--- src/rtl/wb_cmd_master_pkg.sv ---
// Shared types for the Wishbone command master:
// FSM state encoding and response status codes.
package wb_cmd_master_pkg;

    typedef enum logic [1:0] {
        S_IDLE = 2'd0,
        S_REQ  = 2'd1,
        S_WAIT = 2'd2,
        S_RESP = 2'd3
    } state_t;

    localparam logic [1:0] RSP_OK      = 2'd0;
    localparam logic [1:0] RSP_ERR     = 2'd1;
    localparam logic [1:0] RSP_RTY_EXH = 2'd2;
    localparam logic [1:0] RSP_TIMEOUT = 2'd3;

endpackage

--- src/rtl/wb_cmd_master.sv ---
// Single-outstanding pipelined Wishbone master driven by a
// valid/ready command stream, with retry and timeout handling.
module wb_cmd_master
    import wb_cmd_master_pkg::*;
#(
    parameter int WB_BUS_WIDTH   = 16,
    parameter int WB_ADDR_WIDTH  = 32,
    parameter int TIMEOUT_CYCLES = 255,
    parameter int RETRY_MAX      = 3,
    localparam int WB_SEL        = WB_BUS_WIDTH / 8
) (
    input  logic                     wb_clk_i,
    input  logic                     wb_reset_i,
    input  logic                     cmd_valid_i,
    output logic                     cmd_ready_o,
    input  logic                     cmd_we_i,
    input  logic [WB_ADDR_WIDTH-1:0] cmd_addr_i,
    input  logic [WB_BUS_WIDTH-1:0]  cmd_data_i,
    input  logic [WB_SEL-1:0]        cmd_sel_i,
    input  logic                     cmd_lock_i,
    output logic                     rsp_valid_o,
    input  logic                     rsp_ready_i,
    output logic [WB_BUS_WIDTH-1:0]  rsp_data_o,
    output logic [1:0]               rsp_status_o,
    output logic [WB_ADDR_WIDTH-1:0] wb_addr_o,
    output logic [WB_BUS_WIDTH-1:0]  wb_data_o,
    output logic [WB_SEL-1:0]        wb_sel_o,
    output logic                     wb_we_o,
    output logic                     wb_cyc_o,
    output logic                     wb_stb_o,
    output logic                     wb_lock_o,
    input  logic [WB_BUS_WIDTH-1:0]  wb_data_i,
    input  logic                     wb_ack_i,
    input  logic                     wb_err_i,
    input  logic                     wb_rty_i,
    input  logic                     wb_stall_i
);

    localparam logic [7:0] TMO_LAST = 8'(TIMEOUT_CYCLES - 1);
    localparam logic [3:0] RTY_LIM  = 4'(RETRY_MAX);

    state_t                  state;
    logic [7:0]              timer;
    logic [3:0]              retry_cnt;
    logic                    gap;
    logic                    lock_q;

    logic                    done;
    logic                    retry;
    logic                    tmo;
    logic [1:0]              done_status;
    logic [WB_BUS_WIDTH-1:0] done_data;

    // Decide whether this cycle ends the transaction, and how.
    always_comb begin
        done        = 1'b0;
        retry       = 1'b0;
        done_status = RSP_OK;
        done_data   = '0;
        tmo         = (timer == TMO_LAST);
        if (state == S_WAIT) begin
            if (wb_err_i) begin
                done        = 1'b1;
                done_status = RSP_ERR;
            end else if (wb_rty_i) begin
                if (retry_cnt < RTY_LIM) begin
                    retry = 1'b1;
                end else begin
                    done        = 1'b1;
                    done_status = RSP_RTY_EXH;
                end
            end else if (wb_ack_i) begin
                done        = 1'b1;
                done_status = RSP_OK;
                done_data   = wb_we_o ? '0 : wb_data_i;
            end else if (tmo) begin
                done        = 1'b1;
                done_status = RSP_TIMEOUT;
            end
        end else if (state == S_REQ && !gap && tmo) begin
            done        = 1'b1;
            done_status = RSP_TIMEOUT;
        end
    end

    always_ff @(posedge wb_clk_i or negedge wb_reset_i) begin
        if (!wb_reset_i) begin
            state        <= S_IDLE;
            cmd_ready_o  <= 1'b1;
            rsp_valid_o  <= 1'b0;
            rsp_data_o   <= '0;
            rsp_status_o <= RSP_OK;
            wb_addr_o    <= '0;
            wb_data_o    <= '0;
            wb_sel_o     <= '0;
            wb_we_o      <= 1'b0;
            wb_cyc_o     <= 1'b0;
            wb_stb_o     <= 1'b0;
            wb_lock_o    <= 1'b0;
            timer        <= '0;
            retry_cnt    <= '0;
            gap          <= 1'b0;
            lock_q       <= 1'b0;
        end else if (done) begin
            state        <= S_RESP;
            rsp_valid_o  <= 1'b1;
            rsp_status_o <= done_status;
            rsp_data_o   <= done_data;
            wb_addr_o    <= '0;
            wb_data_o    <= '0;
            wb_sel_o     <= '0;
            wb_we_o      <= 1'b0;
            wb_cyc_o     <= 1'b0;
            wb_stb_o     <= 1'b0;
            wb_lock_o    <= 1'b0;
        end else begin
            unique case (state)
                S_IDLE: begin
                    if (cmd_valid_i) begin
                        state       <= S_REQ;
                        cmd_ready_o <= 1'b0;
                        wb_addr_o   <= cmd_addr_i;
                        wb_data_o   <= cmd_data_i;
                        wb_sel_o    <= cmd_sel_i;
                        wb_we_o     <= cmd_we_i;
                        wb_cyc_o    <= 1'b1;
                        wb_stb_o    <= 1'b1;
                        wb_lock_o   <= cmd_lock_i;
                        lock_q      <= cmd_lock_i;
                        timer       <= '0;
                        retry_cnt   <= '0;
                        gap         <= 1'b0;
                    end
                end
                S_REQ: begin
                    // The gap cycle keeps cyc low once before re-requesting.
                    if (gap) begin
                        gap       <= 1'b0;
                        wb_cyc_o  <= 1'b1;
                        wb_stb_o  <= 1'b1;
                        wb_lock_o <= lock_q;
                    end else begin
                        timer <= timer + 8'd1;
                        if (!wb_stall_i) begin
                            wb_stb_o <= 1'b0;
                            state    <= S_WAIT;
                        end
                    end
                end
                S_WAIT: begin
                    if (retry) begin
                        retry_cnt <= retry_cnt + 4'd1;
                        timer     <= '0;
                        gap       <= 1'b1;
                        wb_cyc_o  <= 1'b0;
                        wb_lock_o <= 1'b0;
                        state     <= S_REQ;
                    end else begin
                        timer <= timer + 8'd1;
                    end
                end
                S_RESP: begin
                    if (rsp_ready_i) begin
                        rsp_valid_o <= 1'b0;
                        cmd_ready_o <= 1'b1;
                        state       <= S_IDLE;
                    end
                end
                default: state <= S_IDLE;
            endcase
        end
    end

endmodule

--- config.mk ---
export PLATFORM = sky130hd
export DESIGN_NAME = wb_cmd_master
export DESIGN_NICKNAME = d
export VERILOG_FILES = /design/src/rtl/wb_cmd_master_pkg.sv /design/src/rtl/wb_cmd_master.sv
export SDC_FILE = /design/constraint.sdc
export NUM_CORES = 1
export LEC_CHECK = 0
export ABC_CLOCK_PERIOD_IN_PS = 4300
export BUFFER_PORTS_ARGS = -buffer_cell sky130_fd_sc_hd__buf_2
export CAP_MARGIN = 20
export CORE_ASPECT_RATIO = 0.9
export CORE_UTILIZATION = 35
export CTS_CLUSTER_SIZE = 40
export DETAILED_ROUTE_END_ITERATION = 8
export PLACE_DENSITY = 0.57
export SLEW_MARGIN = 20
export SYNTH_ARGS = -nofsm -noshare
export SYNTH_HDL_FRONTEND = slang
export SYNTH_SLANG_ARGS = --single-unit
--- constraint.sdc ---
create_clock -name wb_clk_i -period 4.3 [get_ports wb_clk_i]
set_input_delay 1.075 -clock wb_clk_i [delete_from_list [all_inputs] [get_ports wb_clk_i]]
set_output_delay 1.075 -clock wb_clk_i [all_outputs]
set_load 0.03 [all_outputs]
==> run summary <==
Clock Latency Late Sink = 0.34 ns
die height = 103.0 µm
core area = 10950 µm²
part of the Yosys area used for sequential elements = 56.76%
fin crit period = 3.104 ns
RSZ-0062 raised after global routing = no
relative slew slack = 31.05%
Filler Cells Inserted = 1092
P_leak = 0.002656 µW
setup TNS = 0 ns
YS warnings = 0
Max Slew Vio Count = 0
n_diodes = 0
initial DRC count = 167
Via Count = 3457
R2R cell count = 8
WS Path Type = reg -> reg
Worst Path Arrival = 3.35 ns
Net Count, Synth = 496
async set-reset flop share out of synthesis = 100.0%
Post-Route WL = 9869 µm
Critical Path End = wb_stb_o
first-pass GRT wire length = 15620 µm
pre-CTS setup slack = 0.9518 ns
I/O pins = 150
Netlist cell types = 39
clk root buf = clkbuf_16
Peak supply drop = 432.4 µV
period utilization = 72.19%
CP required = 4.54 ns
synthesis-to-layout area growth = 30.51%
GRT Overall Usage = 17.12%
Synth Area per Inst = 9.636 µm²
TritonRoute pass-1 iters = 4
HPWL after DPL = 6889 µm
Clock Pin Slew Worst Setup and Hold Paths = 0.06 ns
vias in the first global route = 3277
GR Util met2 = 28.58%
Worst Setup SP = state[1]
status = finished, final reports clean
R2R Path End = wb_stb_o
largest net degree at the start of global routing = 56
EDFF count, synth = 0
Mapped Cells = 412
initial antenna violation count = 0
final hold viol count = 0
Die Wd = 114.3 µm
Setup Fix Bufs, Post-CTS = 0
final setup violating endpoints = 0
Port-buffer cells = 149
Vias/cell = 4.869
cts bufs inserted = 9
most common cell after layout, fill and taps aside = buf_2
most frequent cells in the layout = buf_2, nand2_1, dfrtp_1
Hold Path Class = reg -> reg
f_max = 322.2 MHz
# hold bufs at CTS = 0
DRT antenna net count = 0
Initial Util = 36.27%
Final Skew = 0.006172 ns
worst setup margin = 1.196 ns
power per standard cell area = 772.8 nW/µm²
cell taking the most area after synthesis = dfrtp_1
synthesis-stage register bit count = 90
Crit Path Max Fanout = 35
R2R Setup Slk = 1.20 ns
critical path endpoint category = flip-flop
Max clock buf depth = 2
Startpoint Class = flip-flop
Min Hold Slack = 0.4850 ns
met1 usage in global routing = 20.55%
Layout Cells excl Fill = 710
most used routing layer = met2
placed insts = 694
met3 Use GR = 6.761%
Max Cap Viol = 0
Wirelength per Cell = 13.90 µm
origin of the critical flop-to-flop path = state[1]
top_reg_cell synth = dfrtp_1
Post-Synthesis Cell Area = 3970 µm²
slew at the pin closest to its max-slew limit = 1.031 ns
GPL Wtd Cong = 0.7500
CTS tree = built
DIE AREA = 11770 µm²
Clock Sinks = 90
Resized Gates After CTS = 0
post-synth top area share = 56.10%
DRC violations left = 0
share of post-route cells with drive strength above 1 = 32.80%
H-Tree Level Count = 3
row cnt = 36
GRT overflow = 0
fin nets = 637
largest cells by area after synthesis = dfrtp_1, nand2_1, a21oi_1
==> how the worst min path moves through the flow <==
stage | start | to | slack (ns) | depth (start not counted)
after detailed placement | rsp_valid_o | rsp_valid_o | 0.48 | 2
final | rsp_valid_o | rsp_valid_o | 0.49 | 2
after CTS | rsp_valid_o | rsp_valid_o | 0.49 | 2
after global routing | rsp_data_o[14] | rsp_data_o[14] | 0.52 | 1
after global placement | rsp_valid_o | rsp_valid_o | 0.47 | 2
after floorplan | retry_cnt[3] | retry_cnt[3] | 0.46 | 2
==> kinds of logic (layout without fill, tap and decap cells) <==
logic type,count (synthesis),after routing,share of synthesized area (%)
and+or+nand+nor,166,166,17.78
buffers and inverters,32,178,3.404
DFF,90,90,56.76
muxes,3,3,0.8509
adders and majority gates,8,8,2.521
AOI/OAI and AO/OA,113,113,18.69
==> where the power goes <==
group / switching, µW / internal (µW)
Sequential: 170 / 1160
Clock: 322 / 514
Combinational: 1230 / 610
==> critical path: stages (launching register included) <==
cell and delay (ns):
dfrtp_1 0.43, inv_1 0.11, ha_1 0.35, nor2b_1 0.41, o22a_1 0.29, o21a_2 0.65
buf_4 0.45, nor2_1 0.09, o32ai_1 0.22
==> cells in the mapped netlist (2+ instances only) <==
cell / count
a21oi_1: 57
a22o_1: 23
a32o_1: 2
buf_2: 6
clkbuf_1: 18
dfrtp_1: 89
ha_1: 8
inv_1: 7
mux2_2: 3
nand2_1: 116
nand2b_1: 3
nand3_1: 7
nor2_1: 17
nor2b_1: 7
nor3_1: 8
nor4_1: 2
o211ai_1: 6
o21a_1: 2
o21ai_0: 7
o21ai_2: 2
o22a_1: 4
==> per-stage QoR <==
stage | power (µW) | utilization, % | area, µm²
6_report | 4004 | 47.34 | 5181
5_1_grt | 4279 | 47.34 | 5181
4_1_cts | 4055 | 47.34 | 5181
3_5_place_dp | 3202 | 44.36 | 4856
3_3_place_gp | 3166 | 44.36 | 4856
2_1_floorplan | 2667 | - | 3970
==> flip-flops by register name, summed over array words and instances (netlist names) <==
| name | count |
|---|---|
| cmd_ready_o | 1 |
| gap | 1 |
| lock_q | 1 |
| retry_cnt | 4 |
| rsp_data_o | 16 |
| rsp_status_o | 2 |
| rsp_valid_o | 1 |
| state | 2 |
| timer | 8 |
| wb_addr_o | 32 |
| wb_cyc_o | 1 |
| wb_data_o | 16 |
| wb_lock_o | 1 |
| wb_sel_o | 2 |
| wb_stb_o | 1 |
| wb_we_o | 1 |
==> metal layers <==
metal	routed length [µm]	part of all wire, %
met3	781	7.9
met1	4338	44
met2	4649	47
met5	0	0
met4	99	1.0
==> final cells by class <==
cell class	count	area (µm²)	share of cell area, %
repair buffers	155	793.3	15.31
clock buffers	13	280.3	5.409
clock inverters	3	45.04	0.8694
flip-flops and latches	90	2253	43.49
well taps	152	190.2	3.671
multi-input cells	290	1593	30.74
inverters	7	26.28	0.5071
Power figures use the tool's default switching activity.
